===== src/rtl/bcd_pkg.sv =====
// Shared types and constants for the BCD converter arbiter.
package bcd_pkg;

   localparam int BCD_DIGITS = 7;
   localparam int BCD_W      = 4 * BCD_DIGITS;

   // Digit 6 is the most significant nibble, digit 0 the least.
   typedef logic [BCD_DIGITS-1:0][3:0] bcd7_t;

   typedef enum logic [1:0] {
      IDLE,
      ISSUE,
      WAIT,
      DELIVER
   } arb_state_t;

endpackage


===== src/rtl/rr_arbiter.sv =====
// Combinational round-robin pick: first set request at or after the pointer,
// wrapping modulo N. Reusable by any shared-resource controller.
module rr_arbiter #(
   parameter int N     = 4,
   parameter int IDX_W = (N > 1) ? $clog2(N) : 1
) (
   input  logic [N-1:0]     req_i,
   input  logic [IDX_W-1:0] ptr_i,
   output logic [N-1:0]     gnt_o,
   output logic [IDX_W-1:0] idx_o,
   output logic             any_o
);

   int pos;

   always_comb begin
      gnt_o = '0;
      idx_o = '0;
      any_o = 1'b0;
      pos   = 0;
      for (int off = 0; off < N; off++) begin
         pos = int'(ptr_i) + off;
         if (pos >= N) begin
            pos = pos - N;
         end
         if (!any_o && req_i[IDX_W'(pos)]) begin
            any_o               = 1'b1;
            idx_o               = IDX_W'(pos);
            gnt_o[IDX_W'(pos)]  = 1'b1;
         end
      end
   end

endmodule


===== src/rtl/bcd_conv_arbiter.sv =====
// Round-robin sharing of one binary-to-BCD converter among N_REQ requesters.
// Optional watchdog on the WAIT state is built when BCD_ARB_TIMEOUT_EN is defined.
//
// state   | meaning
// IDLE    | waiting for a request while the converter is ready
// ISSUE   | operand captured, start pulse being issued
// WAIT    | conversion in flight, waiting for converter done
// DELIVER | result registered, done pulse to the winner
module bcd_conv_arbiter
   import bcd_pkg::*;
#(
   parameter int N_REQ       = 4,
   parameter int WIDTH       = 32,
   parameter int TIMEOUT_CYC = 4096
) (
   input  logic                   i_clk,
   input  logic                   i_rst,
   input  logic [N_REQ-1:0]       i_req,
   input  logic [N_REQ*WIDTH-1:0] i_bin,
   output logic [N_REQ-1:0]       o_ack,
   output logic [N_REQ-1:0]       o_done,
   output logic [BCD_W-1:0]       o_bcd,
   output logic [3:0]             o_dp,
   output logic                   o_busy,
   output logic                   o_timeout,
   output logic                   o_conv_start,
   output logic [WIDTH-1:0]       o_conv_bin,
   input  logic                   i_conv_ready,
   input  logic                   i_conv_done,
   input  logic [BCD_W-1:0]       i_conv_bcd,
   input  logic [3:0]             i_conv_dp
);

   localparam int IDX_W = (N_REQ > 1) ? $clog2(N_REQ) : 1;

   if (N_REQ < 2 || N_REQ > 8 || TIMEOUT_CYC < 1) begin : g_bad_cfg
      $error("bcd_conv_arbiter: unsupported parameter set");
   end

   arb_state_t         state_q, state_d;
   logic [IDX_W-1:0]   ptr_q, ptr_d;
   logic [IDX_W-1:0]   win_q, win_d;
   logic [IDX_W-1:0]   ptr_nxt;
   logic [WIDTH-1:0]   bin_q, bin_d;
   logic [WIDTH-1:0]   bin_sel;
   bcd7_t              bcd_q, bcd_d;
   logic [3:0]         dp_q, dp_d;
   logic [N_REQ-1:0]   ack_q, ack_d;
   logic [N_REQ-1:0]   done_q, done_d;
   logic               start_q, start_d;
   logic               tmo_q, tmo_d;
   logic [N_REQ-1:0]   gnt;
   logic [IDX_W-1:0]   gnt_idx;
   logic               gnt_any;
   logic               wdog_tc;

   rr_arbiter #(.N(N_REQ), .IDX_W(IDX_W)) u_rr (
      .req_i (i_req),
      .ptr_i (ptr_q),
      .gnt_o (gnt),
      .idx_o (gnt_idx),
      .any_o (gnt_any)
   );

   always_comb begin
      bin_sel = '0;
      for (int k = 0; k < N_REQ; k++) begin
         if (gnt[k]) begin
            bin_sel = i_bin[k*WIDTH +: WIDTH];
         end
      end
   end

   assign ptr_nxt = (win_q == IDX_W'(N_REQ-1)) ? '0 : win_q + IDX_W'(1);

`ifdef BCD_ARB_TIMEOUT_EN
   localparam int WD_W = $clog2(TIMEOUT_CYC + 1);

   logic [WD_W-1:0] wdog_q, wdog_d;

   // Down-counter loaded on WAIT entry; terminal count lands TIMEOUT_CYC cycles in.
   always_comb begin
      wdog_d = wdog_q;
      if (state_q == ISSUE) begin
         wdog_d = WD_W'(TIMEOUT_CYC - 1);
      end else if (state_q == WAIT && wdog_q != '0) begin
         wdog_d = wdog_q - WD_W'(1);
      end
   end

   assign wdog_tc = (state_q == WAIT) && (wdog_q == '0);

   always_ff @(posedge i_clk or posedge i_rst) begin
      if (i_rst) begin
         wdog_q <= '0;
      end else begin
         wdog_q <= wdog_d;
      end
   end
`else
   assign wdog_tc = 1'b0;
`endif

   always_comb begin
      state_d = state_q;
      ptr_d   = ptr_q;
      win_d   = win_q;
      bin_d   = bin_q;
      bcd_d   = bcd_q;
      dp_d    = dp_q;
      ack_d   = '0;
      done_d  = '0;
      start_d = 1'b0;
      tmo_d   = 1'b0;
      case (state_q)
         IDLE: begin
            if (gnt_any && i_conv_ready) begin
               win_d   = gnt_idx;
               bin_d   = bin_sel;
               ack_d   = gnt;
               state_d = ISSUE;
            end
         end
         ISSUE: begin
            start_d = 1'b1;
            state_d = WAIT;
         end
         WAIT: begin
            // A done arriving on the terminal-count cycle still wins.
            if (i_conv_done) begin
               bcd_d   = i_conv_bcd;
               dp_d    = i_conv_dp;
               state_d = DELIVER;
            end else if (wdog_tc) begin
               tmo_d   = 1'b1;
               ptr_d   = ptr_nxt;
               state_d = IDLE;
            end
         end
         DELIVER: begin
            done_d  = N_REQ'(1) << win_q;
            ptr_d   = ptr_nxt;
            state_d = IDLE;
         end
         default: state_d = IDLE;
      endcase
   end

   always_ff @(posedge i_clk or posedge i_rst) begin
      if (i_rst) begin
         state_q <= IDLE;
         ptr_q   <= '0;
         win_q   <= '0;
         bin_q   <= '0;
         bcd_q   <= '0;
         dp_q    <= '0;
         ack_q   <= '0;
         done_q  <= '0;
         start_q <= 1'b0;
         tmo_q   <= 1'b0;
      end else begin
         state_q <= state_d;
         ptr_q   <= ptr_d;
         win_q   <= win_d;
         bin_q   <= bin_d;
         bcd_q   <= bcd_d;
         dp_q    <= dp_d;
         ack_q   <= ack_d;
         done_q  <= done_d;
         start_q <= start_d;
         tmo_q   <= tmo_d;
      end
   end

   // Pulses are registered, so each appears the cycle after the state that raises it.
   assign o_ack        = ack_q;
   assign o_done       = done_q;
   assign o_bcd        = bcd_q;
   assign o_dp         = dp_q;
   assign o_busy       = (state_q != IDLE);
   assign o_timeout    = tmo_q;
   assign o_conv_start = start_q;
   assign o_conv_bin   = bin_q;

endmodule

===== config.mk =====
export PLATFORM = sky130hd
export DESIGN_NAME = bcd_conv_arbiter
export DESIGN_NICKNAME = d
export VERILOG_FILES = /design/src/rtl/bcd_pkg.sv /design/src/rtl/rr_arbiter.sv /design/src/rtl/bcd_conv_arbiter.sv
export SDC_FILE = /design/constraint.sdc
export NUM_CORES = 1
export LEC_CHECK = 0
export BUFFER_PORTS_ARGS = -buffer_cell sky130_fd_sc_hd__buf_4
export CAP_MARGIN = 10
export CORE_MARGIN = 5
export CORE_UTILIZATION = 40
export CTS_CLUSTER_DIAMETER = 80
export DETAILED_ROUTE_END_ITERATION = 10
export PLACE_DENSITY = 0.74
export SYNTH_ARGS = -nofsm -noshare
export SYNTH_HDL_FRONTEND = slang
export SYNTH_SLANG_ARGS = --single-unit

===== constraint.sdc =====
create_clock -name i_clk -period 3.6 [get_ports i_clk]
set_input_delay 0.36 -clock i_clk [delete_from_list [all_inputs] [get_ports i_clk]]
set_output_delay 0.36 -clock i_clk [all_outputs]
set_load 0.005 [all_outputs]

* Yosys cells after proc, flatten, opt, wreduce, memory -nomap -nowiden *
Index checks and enable logic that the tools add are counted.

operators by class
  add/subtract/negate cells = 8
  multiply operators = 0
  divide/modulo/power cells = 0
  magnitude comparators = 12
  eq/ne operators = 6
  shifts and indexed selects = 1
  mux-type cells = 48
  bitwise logic cells = 3
  reductions and logical operators = 16

operator list
  kind                 count
  $mux 32              4
  $mux 4               7
  $mux 2               11
  $mux 1               17
  $lt 2x4->1 const B   4
  $or 4x4->4           3
  $ge 3x3->1 const B   3
  $bmux 1 s2           4
  $demux 1 s2          4
  $ge 2x1->1 const B   4
  $logic_and 1x1->1    8
  $pmux 2 s4           1
  $sub 2x1->2 const B  4
  $add 2x2->3 const B  2
  $eq 2x2->1 const B   3
  $reduce_and 2->1     3
  $ne 2x2->1 const B   2
  $shl 1x2->4 const A  1
  $add 2x1->3 const B  1
  $ge 2x3->1 const B   1
  $logic_not 1->1      3
  $add 2x1->2 const B  1
  $eq 2x1->1 const B   1
  $logic_not 2->1      1
  $reduce_bool 2->1    1

storage, ports and cells
  flip-flop bits (word level) = 79
  bits in latches = 0
  bits in writable memories = 0
  memory bits (read-only) = 0
  bits of input ports = 168
  output and inout port bits = 75
  word-level logic and storage cells = 109
  memories kept = 0

* Logic depth before layout (Yosys ltp) *
  depth after elaboration = 19
  depth in mapped cells = 12
  depth with buffers taken out = 8

* By module *
Synthesis repeated with hierarchy kept, for this count alone.

unflattened totals
  cells, all modules = 473
  area total of the unflattened synthesis = 4834.6 um^2

modules (own cells, without submodules)
  module            instances  cells an instance  area each (um^2)  seq. area each (um^2)
  bcd_conv_arbiter  1          410                4334.2            1976.9
  rr_arbiter        1          63                 500.5             0.0

* Worst setup path after synthesis *
No wires, ideal clock.

  path kind = register to register
  start = reg ptr_q[0]
  end = reg bin_q[0], in the netlist o_conv_bin[0]
  setup time = 129 ps
  data arrival time = 2962 ps
  required time = 3471 ps
  slack = 509 ps
  cell stages (with the launch flop) = 13
  path buffers = 4
  clock period less this slack = 3091 ps
  cells stage by stage = dfrtp_1 -> buf_6 -> buf_2 -> inv_1 -> ha_1 -> buf_2 -> mux4_2 -> a21o_1 -> o22ai_2 -> nand2_1 -> clkbuf_1 -> a221oi_1 -> o31ai_1

between the ends
  word-level cells in the longest chain between the ends = 19
  elaborated cells between the ends (all ways) = 70
  those cells by class = add/sub (7); order compare (12); mux (36); bitwise (3); reduce/logical (12)

ends and longest elaborated chain
  item                                                 line                     source
  start: declaration                                   bcd_conv_arbiter.sv:41   logic [IDX_W-1:0] ptr_q, ptr_d;
  start signal: assignment                             bcd_conv_arbiter.sv:163  ptr_q <= ptr_d;
  branches (longest 19 deep; another with $lt 2x4->1)  --
  end signal: assignment                               bcd_conv_arbiter.sv:165  bin_q <= bin_d;
  end: declaration                                     bcd_conv_arbiter.sv:44   logic [WIDTH-1:0] bin_q, bin_d;

Several ways; the timed one is not identified. The select of a mux whose other input is x is not followed.
A chain may end at the register's enable or synchronous reset.

* Worst setup path in the final report *
  start = reg ptr_q[0]
  end = reg bin_q[26], in the netlist o_conv_bin[26]

Same word-level chain as after synthesis.

==> out/metrics.cfg <==
[status]
run_status=finished clean

[setup_path]
worst_setup_path_end_kind=flop
arrival_time_of_data_at_the_critical_path_endpoint_ps=3430
crit_path_start_kind=flop
worst-setup-path-type=reg -> reg
worst_setup_path_startpoint=ptr_q[0]
startpoint_of_the_lowest_slack_register_to_register_path=ptr_q[0]
worst_ep_required_ps=3830
crit_path_max_fanout=22

[die]
die-width_um=118
fp-row-count=39
initial_utilization_pct=40.8
die_height_um=118
fp.dieArea_um2=13900
core_area_um2=11400
ios=243

[layout]
insertedDiodeCount=0
area.growth.synth_to_final_pct=48.8
nNetsFinal=867
drive_gt1_share_pct=45.6
count_of_filler_cells_inserted_in_the_layout=959
final_util_pct=60.7

[cts]
cts_resized=0
clk_latency_ps=330
cts_sinks=79
tritoncts_clock_tree=done
cts_inserted_buffers=9
root_buffer=sky130_fd_sc_hd__clkbuf_16
cts-root-to-sink-buffers=2
clk_pin_slew_worst_paths_ps=60
post-cts-setup-buffers=0
ctsHtreeMaxLevel=3
cts.hold.buffers_added=0

[sta]
finalSetupViolations=0
whs_ps=140
highest_attainable_clock_frequency_ghz=0.312
min_period_ps=3200
worstMarginPinSlew_ps=930
final_min_period_over_clock_period_pct=88.9
finalHoldViolations=0
grt_setup_unrepaired=false
finClkSkew_ps=5.28
finalSetupTns_ps=0
timing_max_transition_violations_final=0
tightest_slew_margin_relative_to_the_limit_pct=37.9

[global_routing]
grt_overflow=0
vias_in_the_first_global_route=4766
grt_first_pass_wirelength_um=26300
grt_antenna_before_repair=0
grtUsageTotal_pct=23.2
maximum_number_of_pins_on_one_net_before_global_route_repair=42

[placed_design]
gp_routability_congestion=0.850
io_buffer_count=241
hpwlAfterDp_um=12400

[yosys]
synth-edff-count=0
post_synth_main_area_contributors=sky130_fd_sc_hd__dfrtp_1 42%, sky130_fd_sc_hd__mux2_2 7.7%, sky130_fd_sc_hd__a221oi_1 6.2%
syn_area_um2=4660
syn-num-nets=644
post-synth-top-area-fraction_pct=42.5
yosys.area.top_type=sky130_fd_sc_hd__dfrtp_1
yosysSeqAreaShare_pct=42.5
synth_top_flop_cell=sky130_fd_sc_hd__dfrtp_1
post_synth_most_frequent_cells=79 x sky130_fd_sc_hd__dfrtp_1, 42 x sky130_fd_sc_hd__nand2_1, 39 x sky130_fd_sc_hd__nor2_1
synth_most_common_cell=sky130_fd_sc_hd__dfrtp_1
synth.ff_latch_count=79
share_of_flip_flops_with_an_asynchronous_set_or_reset_pct=100
ys.warnings.count=0
synthesized_area_per_cell_um2=10.1
synthCells=460
synth.lib_cells_used.distinct=46

[route]
detailedRoute.firstPassIterationCount=5
vias=4763
avgViaCountPerCell=5.73
wire_length_per_cell_um=20.0
drc=0
drt_iter0_drc=398
postRouteAntennaNets=0
drt_wirelength_um=16600

[power_and_ir_drop]
ir_drop_mv=0.432
leakage_nw=3.37
power-per-cell-area_nw_per_um2=816

[min_path]
min-delay-path-class=in -> async

[job]
timing.max_cap.violations=0

area by class of cell:
cell class	count	area (um2)	share of cell area, %
Multi-Input combinational cell	327	2460	35.5
Sequential cell	79	1980	28.5
Timing Repair Buffer	255	1950	28.2
Clock buffer	11	233	3.36
Tap cell	143	179	2.58
Clock inverter	5	81.3	1.17
Inverter	11	42.5	0.614
flip-flops by register name, indices dropped and copies added, names as in the netlist:
signal        count
state_q           2
o_dp              4
o_conv_start      1
o_conv_bin       32
o_done            4
win_q             2
ptr_q             2
o_ack             4
o_bcd            28
per-layer routing:
| metal | share of wire (%) | track usage [%] | routed length (um) |
|---|---|---|---|
| met3 | 7.5 | 5.24 | 1250 |
| met4 | 2.8 | 8.39 | 459 |
| met5 | 0 | 0 | 0 |
| met2 | 49 | 38.2 | 8120 |
| met1 | 41 | 30.0 | 6810 |
where the power goes:
group | switching [mW] | total, mW | internal (mW)
clock network | 0.361 | 0.970 | 0.609
logic | 1.60 | 3.20 | 1.60
registers | 0.208 | 1.49 | 1.28
metrics by stage:
step,instances,power [mW],cell area (um2),setup WS (ps)
6_report,831,5.66,6930,400
5_1_grt,831,6.05,6930,123
4_1_cts,829,5.65,6890,123
3_5_place_dp,813,4.67,6570,148
3_3_place_gp,813,4.57,6570,246
2_1_floorplan,460,3.42,4660,509
kinds of logic after synthesis:
| group | synth area share, % |
|---|---|
| buffers and inverters | 5.02 |
| AOI/OAI and AO/OA | 23.0 |
| and+or+nand+nor | 15.3 |
| other | 0.0805 |
| DFF | 42.5 |
| muxes | 9.83 |
| adders and majority gates | 4.30 |
critical path, stage by stage (launching register included):
cell and delay [ps]:
sky130_fd_sc_hd__dfrtp_1 340, sky130_fd_sc_hd__inv_1 110, sky130_fd_sc_hd__ha_1 340, sky130_fd_sc_hd__mux4_2 560, sky130_fd_sc_hd__a21oi_1 470, sky130_fd_sc_hd__a221o_1 530, sky130_fd_sc_hd__buf_4 360, sky130_fd_sc_hd__a221oi_1 90
sky130_fd_sc_hd__o31ai_1 280
cell usage in the layout (no fill, tap or decap), types with 2 or more instances in the layout:
cell type and count:
sky130_fd_sc_hd__nor2b_1 2, sky130_fd_sc_hd__a31o_1 2, sky130_fd_sc_hd__or2_2 2, sky130_fd_sc_hd__o31ai_1 37, sky130_fd_sc_hd__a31oi_1 2, sky130_fd_sc_hd__bufinv_16 2, sky130_fd_sc_hd__clkbuf_1 2, sky130_fd_sc_hd__ha_1 16
sky130_fd_sc_hd__o21ai_0 6, sky130_fd_sc_hd__a2bb2oi_1 32, sky130_fd_sc_hd__clkbuf_16 9, sky130_fd_sc_hd__mux2i_1 3, sky130_fd_sc_hd__nand3_1 2, sky130_fd_sc_hd__nor3b_1 5, sky130_fd_sc_hd__and2_1 4, sky130_fd_sc_hd__nand2b_1 2
sky130_fd_sc_hd__inv_1 10, sky130_fd_sc_hd__and3b_1 3, sky130_fd_sc_hd__dfrtp_1 79, sky130_fd_sc_hd__buf_4 252, sky130_fd_sc_hd__a221oi_1 33, sky130_fd_sc_hd__a221oi_4 2, sky130_fd_sc_hd__nand2_1 42, sky130_fd_sc_hd__mux2_2 32
sky130_fd_sc_hd__nor2_1 38, sky130_fd_sc_hd__and3_1 34, sky130_fd_sc_hd__mux4_2 3, sky130_fd_sc_hd__a21oi_1 5, sky130_fd_sc_hd__nor3_1 3, sky130_fd_sc_hd__clkinv_2 2
path summary, 6_finish.rpt:
kind | endpoint | slack [ps] | cells past startpoint
worst max-delay path | o_conv_bin[26] | 400 | 8
worst min-delay path | o_bcd[27] | 140 | 2
worst max register to register | o_conv_bin[26] | 400 | 8
worst min register to register | o_conv_bin[15] | 490 | 2
max in group asynchronous | o_bcd[0] | 2500 | 3
min in group i_clk | o_bcd[14] | 260 | 2
(Power assumes the default switching activity.)
